## src/rtl/mem_port_arbiter.sv

```systemverilog
// Shares the single-port data memory between the core strobes and the host loader port.
// Each access runs as a fixed-latency IDLE -> ISSUE -> WAIT -> RESP transaction.
module mem_port_arbiter #(
  parameter int DATA_W   = 16,
  parameter int ADDR_W   = 16,
  parameter int MEM_LAT  = 2,
  parameter int MAX_WAIT = 4
) (
  input  logic              clk,
  input  logic              rst,
  input  logic              core_read,
  input  logic              core_write,
  input  logic [ADDR_W-1:0] core_addr,
  input  logic [DATA_W-1:0] core_wdata,
  output logic [DATA_W-1:0] core_rdata,
  output logic              core_done,
  input  logic              host_req,
  input  logic              host_we,
  input  logic [ADDR_W-1:0] host_addr,
  input  logic [DATA_W-1:0] host_wdata,
  output logic [DATA_W-1:0] host_rdata,
  output logic              host_done,
  output logic              mem_en,
  output logic              mem_we,
  output logic [ADDR_W-1:0] mem_addr,
  output logic [DATA_W-1:0] mem_wdata,
  input  logic [DATA_W-1:0] mem_rdata,
  output logic              busy,
  output logic              grant_host
);

  localparam logic [3:0] LAT_C  = 4'(MEM_LAT);
  localparam logic [3:0] WAIT_C = 4'(MAX_WAIT);

  typedef enum logic [1:0] {IDLE, ISSUE, WAIT, RESP} state_t;

  state_t     state, state_nxt;
  logic [3:0] wait_cnt;
  logic [3:0] starve_cnt;
  logic       core_req;
  logic       take_core;
  logic       take_host;

  function automatic logic [3:0] sat_inc(input logic [3:0] v);
    return (v == 4'd15) ? v : v + 4'd1;
  endfunction

  assign core_req = core_read | core_write;

  always_comb begin
    state_nxt = state;
    take_core = 1'b0;
    take_host = 1'b0;
    case (state)
      IDLE: begin
        if (core_req && !(host_req && (starve_cnt >= WAIT_C))) take_core = 1'b1;
        else if (host_req)                                     take_host = 1'b1;
        if (take_core || take_host) state_nxt = ISSUE;
      end
      ISSUE: state_nxt = WAIT;
      WAIT:  if (wait_cnt == 4'd1) state_nxt = RESP;
      RESP:  state_nxt = IDLE;
      default: state_nxt = IDLE;
    endcase
  end

  // The mem_* registers double as the grant-time latches and hold while mem_en is low.
  always_ff @(posedge clk) begin
    if (rst) begin
      state      <= IDLE;
      wait_cnt   <= '0;
      starve_cnt <= '0;
      mem_en     <= 1'b0;
      mem_we     <= 1'b0;
      mem_addr   <= '0;
      mem_wdata  <= '0;
      core_rdata <= '0;
      host_rdata <= '0;
      core_done  <= 1'b0;
      host_done  <= 1'b0;
      busy       <= 1'b0;
      grant_host <= 1'b0;
    end else begin
      state     <= state_nxt;
      busy      <= (state_nxt != IDLE);
      mem_en    <= 1'b0;
      core_done <= 1'b0;
      host_done <= 1'b0;
      case (state)
        IDLE: begin
          if (take_host) begin
            mem_en     <= 1'b1;
            grant_host <= 1'b1;
            mem_we     <= host_we;
            mem_addr   <= host_addr;
            mem_wdata  <= host_wdata;
            starve_cnt <= '0;
          end else if (take_core) begin
            mem_en     <= 1'b1;
            grant_host <= 1'b0;
            mem_we     <= core_write;
            mem_addr   <= core_addr;
            mem_wdata  <= core_wdata;
            if (host_req) starve_cnt <= sat_inc(starve_cnt);
          end
        end
        ISSUE: wait_cnt <= LAT_C;
        WAIT: begin
          wait_cnt <= wait_cnt - 4'd1;
          if (wait_cnt == 4'd1) begin
            core_done <= !grant_host;
            host_done <= grant_host;
            if (!mem_we) begin
              if (grant_host) host_rdata <= mem_rdata;
              else            core_rdata <= mem_rdata;
            end
          end
        end
        default: begin
        end
      endcase
    end
  end

endmodule

```

## config.mk

```make
export PLATFORM = sky130hd
export DESIGN_NAME = mem_port_arbiter
export DESIGN_NICKNAME = d
export VERILOG_FILES = /design/src/rtl/mem_port_arbiter.sv
export SDC_FILE = /design/constraint.sdc
export NUM_CORES = 1
export LEC_CHECK = 0
export ABC_AREA = 0
export CAP_MARGIN = 20
export CELL_PAD_IN_SITES_DETAIL_PLACEMENT = 1
export CELL_PAD_IN_SITES_GLOBAL_PLACEMENT = 1
export CORE_ASPECT_RATIO = 2
export CORE_UTILIZATION = 31
export DETAILED_ROUTE_END_ITERATION = 6
export PLACE_DENSITY = 0.78
export SYNTH_ARGS = -nofsm -noshare
export SYNTH_HDL_FRONTEND = slang
export SYNTH_SLANG_ARGS = --single-unit
```

## constraint.sdc

```tcl
create_clock -name clk -period 2.1 [get_ports clk]
set_input_delay 0.525 -clock clk [delete_from_list [all_inputs] [get_ports clk]]
set_output_delay 0.525 -clock clk [all_outputs]
set_load 0.005 [all_outputs]
```

==> results of run 1 <==
-- cell usage in the layout, fill, tap and decap left out, types with 2 or more instances in the layout --
master           synthesis  layout
a31o_1                  10      10
nor3_1                   5       5
mux2i_1                 17      17
dfxtp_1                 80      80
nand2b_1                17      17
and3_1                   3       3
clkinvlp_4               0       2
buf_4                    1      11
nand2_1                 18      18
inv_1                   41      41
o21ai_0                  2       2
buf_12                   0       7
clkdlybuf4s50_1          0     155
o221ai_1                32      32
nand3_1                 36      36
clkinv_4                 0       2
a21oi_1                  5       5
nor4_1                  16      16
clkinv_2                 0       2
ha_1                     5       5
o2111ai_1               35      34
a31o_2                   6       6
xor2_1                   2       2
or2_2                    2       2
nor2_1                   5       4
or3_1                    2       2
nand4b_1                 2       2
clkbuf_16                0       9
-- power groups by stage --
stage	logic, W	registers (W)	clock network, W
6_report	0.00196	0.00198	0.00155
5_1_grt	0.00211	0.00201	0.00165
4_1_cts	0.00197	0.00198	0.00158
3_5_place_dp	0.00196	0.00201	0
3_3_place_gp	0.00186	0.00200	0
2_1_floorplan	0.000922	0.00196	0
-- cell usage after synthesis --
master,instances
nand3_1,36
mux2i_1,17
nand2b_1,17
clkbuf_1,32
or2_2,2
a21oi_1,5
and3b_1,1
o311ai_0,1
buf_6,3
nor2_1,5
o31a_1,1
inv_1,41
a31o_2,6
o2111ai_1,35
a311oi_1,1
buf_2,8
o211ai_1,1
and4bb_2,1
a31o_1,10
ha_1,5
nor2b_1,1
buf_4,1
buf_1,1
nand2_1,18
a21o_1,1
nand4b_1,2
nor3_1,5
nand4bb_4,1
xor2_1,2
and3_1,3
dfxtp_1,80
or3_1,2
inv_2,1
nor4_1,16
o221ai_1,32
o31ai_4,1
buf_8,1
o21ai_0,2
-- per-layer routing --
| metal | track usage, % | wire length (µm) |
|---|---|---|
| met1 | 23.0 | 4760 |
| met2 | 40.7 | 7430 |
| met3 | 3.04 | 643 |
| met4 | 11.5 | 434 |
| met5 | 0 | 0 |
-- how the worst min path moves through the flow --
stage / startpoint / end / slack, ns / cells after the start
6_report: host_rdata[13]$_SDFFE_PP0P_ / host_rdata[13]$_SDFFE_PP0P_ / 0.46 / 2
5_1_grt: host_rdata[7]$_SDFFE_PP0P_ / host_rdata[7]$_SDFFE_PP0P_ / 0.47 / 2
4_1_cts: host_rdata[1]$_SDFFE_PP0P_ / host_rdata[1]$_SDFFE_PP0P_ / 0.46 / 2
3_5_place_dp: host_rdata[13]$_SDFFE_PP0P_ / host_rdata[13]$_SDFFE_PP0P_ / 0.46 / 2
3_3_place_gp: host_rdata[7]$_SDFFE_PP0P_ / host_rdata[7]$_SDFFE_PP0P_ / 0.44 / 2
2_1_floorplan: host_rdata[0]$_SDFFE_PP0P_ / host_rdata[0]$_SDFFE_PP0P_ / 0.45 / 2
-- cell families (layout without fill, tap and decap cells) --
logic type      count (synthesis)  after routing  share of synthesized area [%]
xor+xnor                        2              2                          0.478
compound gates                 96             96                           22.5
fa+ha+maj                       5              5                           1.71
mux                            17             17                           4.64
flops                          80             80                           43.7
buf+inv                        88            231                           10.3
simple gates                  110            110                           16.7
-- cell type report --
class | count | area (µm²)
clock buffers | 9 | 225
inverters | 42 | 158
well taps | 142 | 178
flip-flops and latches | 80 | 1600
clock inverters | 7 | 72.6
multi-input cells | 230 | 1700
repair buffers | 173 | 1770
fillers | 1290 | 5720
-- sequential cells by signal, summed over array words and instances (netlist names) --
signal,count
busy,1
core_done,1
core_rdata,16
grant_host,1
host_done,1
host_rdata,16
mem_addr,16
mem_en,1
mem_wdata,16
mem_we,1
starve_cnt,4
state,2
wait_cnt,4
-- stage by stage --
stage                     instance area (µm²)  total power (W)  hold slack (ns)  worst slack (ns)  cells
after floorplan                          3670          0.00288            0.451             0.354    398
after global placement                   5410          0.00386            0.444             0.122    667
after detailed placement                 5410          0.00396            0.455            0.0491    667
after CTS                                5710          0.00553            0.464            0.0949    683
after global routing                     5710          0.00577            0.474          0.000550    683
final                                    5710          0.00549            0.460             0.104    683
==> metrics.txt, run 1 <==
count of final hold-check violations 0; die footprint 0.0123 mm²; YS warnings 0; top cells by area, synth dfxtp_1 44%, o2111ai_1 8.4%, o221ai_1 7.6%; worst-path maximum fanout 10; Tcrit/Tclk final around 95%; PostCTS Resize Cnt 0; Netlist Area Pre-Place 0.00367 mm²; Internal roughly 0.0037 W; largest net degree at the start of global routing between 50 and 60; final setup vio count 0; Area Overhead vs Synth 55.6%; Leakage 2.09 nW; row count 55; clk sink count 80; Core ar. about 0.011 mm²; # hold bufs at CTS 0; crit path launch type flip-flop; Seq/Total Area, Yosys a little over two fifths; clock share of power roughly 28%; WP data arrival about 1.5 ns; final core occ between 40% and 50%; CTS clk-pin slew, worst paths 0.06 ns; setup bufs post-CTS 0; share of the synthesized area in the top cell type approximately 44%; Initial Utilization between 30 and 40%; Syn Area/Cell about 9 µm²; gr usage total 21.8%; Worst R2R End core_rdata[14]$_SDFFE_PP0P_; Flop pwr share 36.1%; Antenna Cells 0; DRT iter0 DRCs 120; reg-to-reg startpoint state[0]$_SDFF_PP0_; fin nets about 630; CP bufs+invs 1; I/O Buffers between 150 and 200; Netlist cell types 38; RSZ-0062 raised after global routing no; crit path launch mem_we$_SDFFE_PP0P_; WP data required ~1.6 ns; Slew Limit Fails 0; TritonRoute pass-1 iters 4; sw frac between 30% and 40%; Worst Clk Skew 0.00847 ns; flop-to-flop setup slack roughly 0.14 ns; H-tree levels 3; CP peak stage delay a little under 0.6 ns; I/O Pins approximately 160; Combinational Power Share approximately 36%; Critical Path Sink mem_we; CTS buffer count 9; P_sw 0.00183 W; # DRC 0; global route total overflow 0; CP max-delay cell clkdlybuf4s50_1; Seq cells post-synth 80; vias per cell between 5 and 6; cells along the critical path clkdlybuf4s50_1; Syn Inst Count roughly 400; cell taking the most area after synthesis dfxtp_1; layout cells sized above 1 8.87%; initial antenna violation count 0; pwr/cell area a little under 1000 mW/mm²; routed len/inst 19.4 µm; R2R cell count 5; first-pass GRT wire length between 20000 and 25000 µm; setup_tns 0 ns; family with the most delay on the worst path buffers and inverters; Tightest Hold Check Type flip-flop to flip-flop; Die Ht approximately 160 µm; via count 3796; Die W 78.9 µm; clock root cell clkbuf_16; worst-margin pin slew 0.681 ns; fmax approximately 500 MHz; Antenna Nets Post-Route 0; status finished, final reports clean; number of max-cap violations 0; Total Wirelength roughly 13000 µm; crit path capture type primary output; kind of critical path flip-flop to primary output; CTS tree built; Post-DP HPWL approximately 9500 µm; Post-Syn Nets ~490; Worst VDD drop ~0.6 mV; Stages on worst setup path 1; Max clock buf depth 2; worst skew pair latency roughly 0.34 ns; Final min period 2.00 ns; vias in the first global route a little over 4000; Final Wtd Congestion 0.766; Rel. slew slack a little over half
Power figures use the tool's default switching activity.
==> run 2: changes to the inputs <==
MAX_ROUTING_LAYER = met4   (was not set)
RECOVER_POWER = 25   (was not set)
SETUP_SLACK_MARGIN = 0.1   (was not set)
==> run 2 against run 1 <==
  * Worst hold slack worse by 0.0026 ns
  * Clock power hardly changed
  * Power is 0.75% lower
  * Register-to-register slack better by 0.10 ns
  * Final cell count stayed put
  * Routed wire length is 0.67% higher
  * Via count is 0.82% higher
  * Non-clock buffer count stayed put
  * Flip-flop and latch count stayed put
  * Sequential power hardly changed
  * First-iteration DRC count is 29% higher
  * Combinational power is 3% lower
  * Critical path type is now input pin to flip-flop
==> metrics.txt, run 2 (synthesis results as in run 1) <==
Die Ht 156 µm (unchanged); worst skew pair latency 0.34 ns (about the same); Combinational Power Share 35.1% (-0.6 points); Internal 0.00361 W (-1.2%); clock root cell clkbuf_16; Total Wirelength 13400 µm (+0.67%); CP peak stage delay 0.51 ns (-0.07 ns); Area Overhead vs Synth 55.2%; Worst Clk Skew 0.00731 ns (-0.00116 ns); CTS clk-pin slew, worst paths 0.06 ns (about the same); WP data required 2.29 ns (+0.72 ns); Tcrit/Tclk final 89.9% (-5.2 points); fmax 530 MHz (+5.7%); setup_tns 0 ns (unchanged); family with the most delay on the worst path buffers and inverters; CTS tree built; via count 3827 (+0.82%); clock share of power 28.5% (+0.3 points); vias in the first global route 4011 (-0.52%); Die W 78.9 µm (unchanged); Flop pwr share 36.4% (+0.3 points); die footprint 0.0123 mm² (unchanged); Max clock buf depth 2 (unchanged); crit path capture type flip-flop; Post-DP HPWL 9540 µm (unchanged); initial antenna violation count 0 (unchanged); global route total overflow 0 (unchanged); vias per cell 5.60 (+0.82%); count of final hold-check violations 0 (unchanged); gr usage total 22.6% (+0.81 points); clk sink count 80 (unchanged); CTS buffer count 9 (unchanged); number of max-cap violations 0 (unchanged); # DRC 0 (unchanged); TritonRoute pass-1 iters 4 (unchanged); worst-margin pin slew 0.674 ns (-0.00718 ns); setup bufs post-CTS 0 (unchanged); kind of critical path input pin to flip-flop; worst-path maximum fanout 36 (+26); commonest non-fill, non-tap cells in the layout 140 x clkdlybuf4s50_1, 78 x dfxtp_1, 41 x inv_1, 36 x nand3_1, 34 x o2111ai_1; Rel. slew slack 55.1% (+0.48 points); Antenna Cells 0 (unchanged); CP max-delay cell clkdlybuf4s50_1; row count 55 (unchanged); Worst VDD drop 0.572 mV (-4.9%); Core ar. 0.0114 mm² (unchanged); Tightest Hold Check Type flip-flop to flip-flop; layout cells sized above 1 9.06% (+0.18 points); cells along the critical path clkdlybuf4s50_1 -> o31ai_4 -> nand2b_1 -> clkbuf_4 -> o221ai_1; Final min period 1.89 ns (-0.108 ns); H-tree levels 3 (unchanged); I/O Buffers 155 (unchanged); Slew Limit Fails 0 (unchanged); Final Wtd Congestion 0.776 (+1.3%); most common cell after layout, fill and taps aside clkdlybuf4s50_1; final setup vio count 0 (unchanged); crit path launch type input pin; RSZ-0062 raised after global routing no; sw frac 33.7% (+0.31 points); DRT iter0 DRCs 155 (+29%); status finished, final reports clean; I/O Pins 156 (unchanged); Initial Utilization 32.1% (unchanged); WP data arrival 2.08 ns (+0.61 ns); P_sw 0.00184 W (+0.17%); # hold bufs at CTS 0 (unchanged); fin nets 627 (unchanged); largest net degree at the start of global routing 53 (unchanged); routed len/inst 19.6 µm (+0.67%); pwr/cell area 957 mW/mm² (-0.51%); first-pass GRT wire length 20900 µm (+0.63%); Antenna Nets Post-Route 0 (unchanged); CP bufs+invs 2 (+1); Leakage 2.14 nW (+2.0%); Hold WS 0.457 ns (-0.00260 ns)
-- run 2: changes by cell type in the layout (fill, tap and decap cells not counted), moves of 2 or more --
cell,before,now
clkbuf_2,0,2
dfxtp_1,80,78
buf_4,11,8
dfxtp_2,0,2
clkdlybuf4s50_1,155,140
dlygate4sd3_1,0,15
-- run 2: path summary, 6_finish.rpt --
check	from	endpoint	slack [ns]	cells past startpoint
max reg2reg	state[0]$_SDFF_PP0_	mem_addr[4]$_SDFFE_PP0P_	0.24	6
max	core_read	mem_addr[4]$_SDFFE_PP0P_	0.21	5
min	host_rdata[1]$_SDFFE_PP0P_	host_rdata[1]$_SDFFE_PP0P_	0.46	2
min reg2reg	host_rdata[1]$_SDFFE_PP0P_	host_rdata[1]$_SDFFE_PP0P_	0.46	2
-- run 2: power by group through the flow --
stage	Clock [W]	Sequential (W)	Combinational (W)
global placement	0	0.00200	0.00186
floorplan	0	0.00196	0.000922
CTS	0.00158	0.00198	0.00197
detailed placement	0	0.00201	0.00196
finish	0.00155	0.00198	0.00191
global route	0.00166	0.00201	0.00206
-- run 2: through the flow --
step / util [%] / setup WS, ns / total power, W / std cells / cell area (µm²)
after floorplan: - / 0.354 / 0.00288 / 398 / 3670
after global placement: 47.3 / 0.122 / 0.00386 / 667 / 5410
after detailed placement: 47.3 / 0.0491 / 0.00396 / 667 / 5410
after CTS: 50.0 / 0.122 / 0.00553 / 683 / 5710
after global routing: 49.8 / 0.0913 / 0.00573 / 683 / 5690
final: 49.8 / 0.213 / 0.00545 / 683 / 5690
-- run 2: cell type report --
| class | count | area [µm²] |
|---|---|---|
| fillers | 1295 | 5730 |
| repair buffers | 173 | 1750 |
| multi-input cells | 230 | 1700 |
| flip-flops and latches | 80 | 1600 |
| clock buffers | 9 | 225 |
| well taps | 142 | 178 |
| inverters | 42 | 158 |
| clock inverters | 7 | 72.6 |
-- run 2: repair_timing --
action	4_1_cts	5_1_grt
hold endpoints to repair	0	0
setup endpoints to repair	2	16
pin swaps	0	0
cloned	0	0
gates resized for setup	2	1
-- run 2: worst register-to-register path, cell delays in order, from the launching register on --
cell and delay [ns]:
dfxtp_1 0.31, inv_1 0.08, ha_1 0.28, clkbuf_2 0.43
o2111ai_2 0.22, buf_12 0.23, o221ai_1 0.22
-- run 2: layer usage --
metal / global-route usage (%) / part of all wire, %
met1: 23.4 / 36
met2: 41.0 / 56
met3: 2.81 / 4.3
met4: 11.5 / 3.4
met5: - / 0
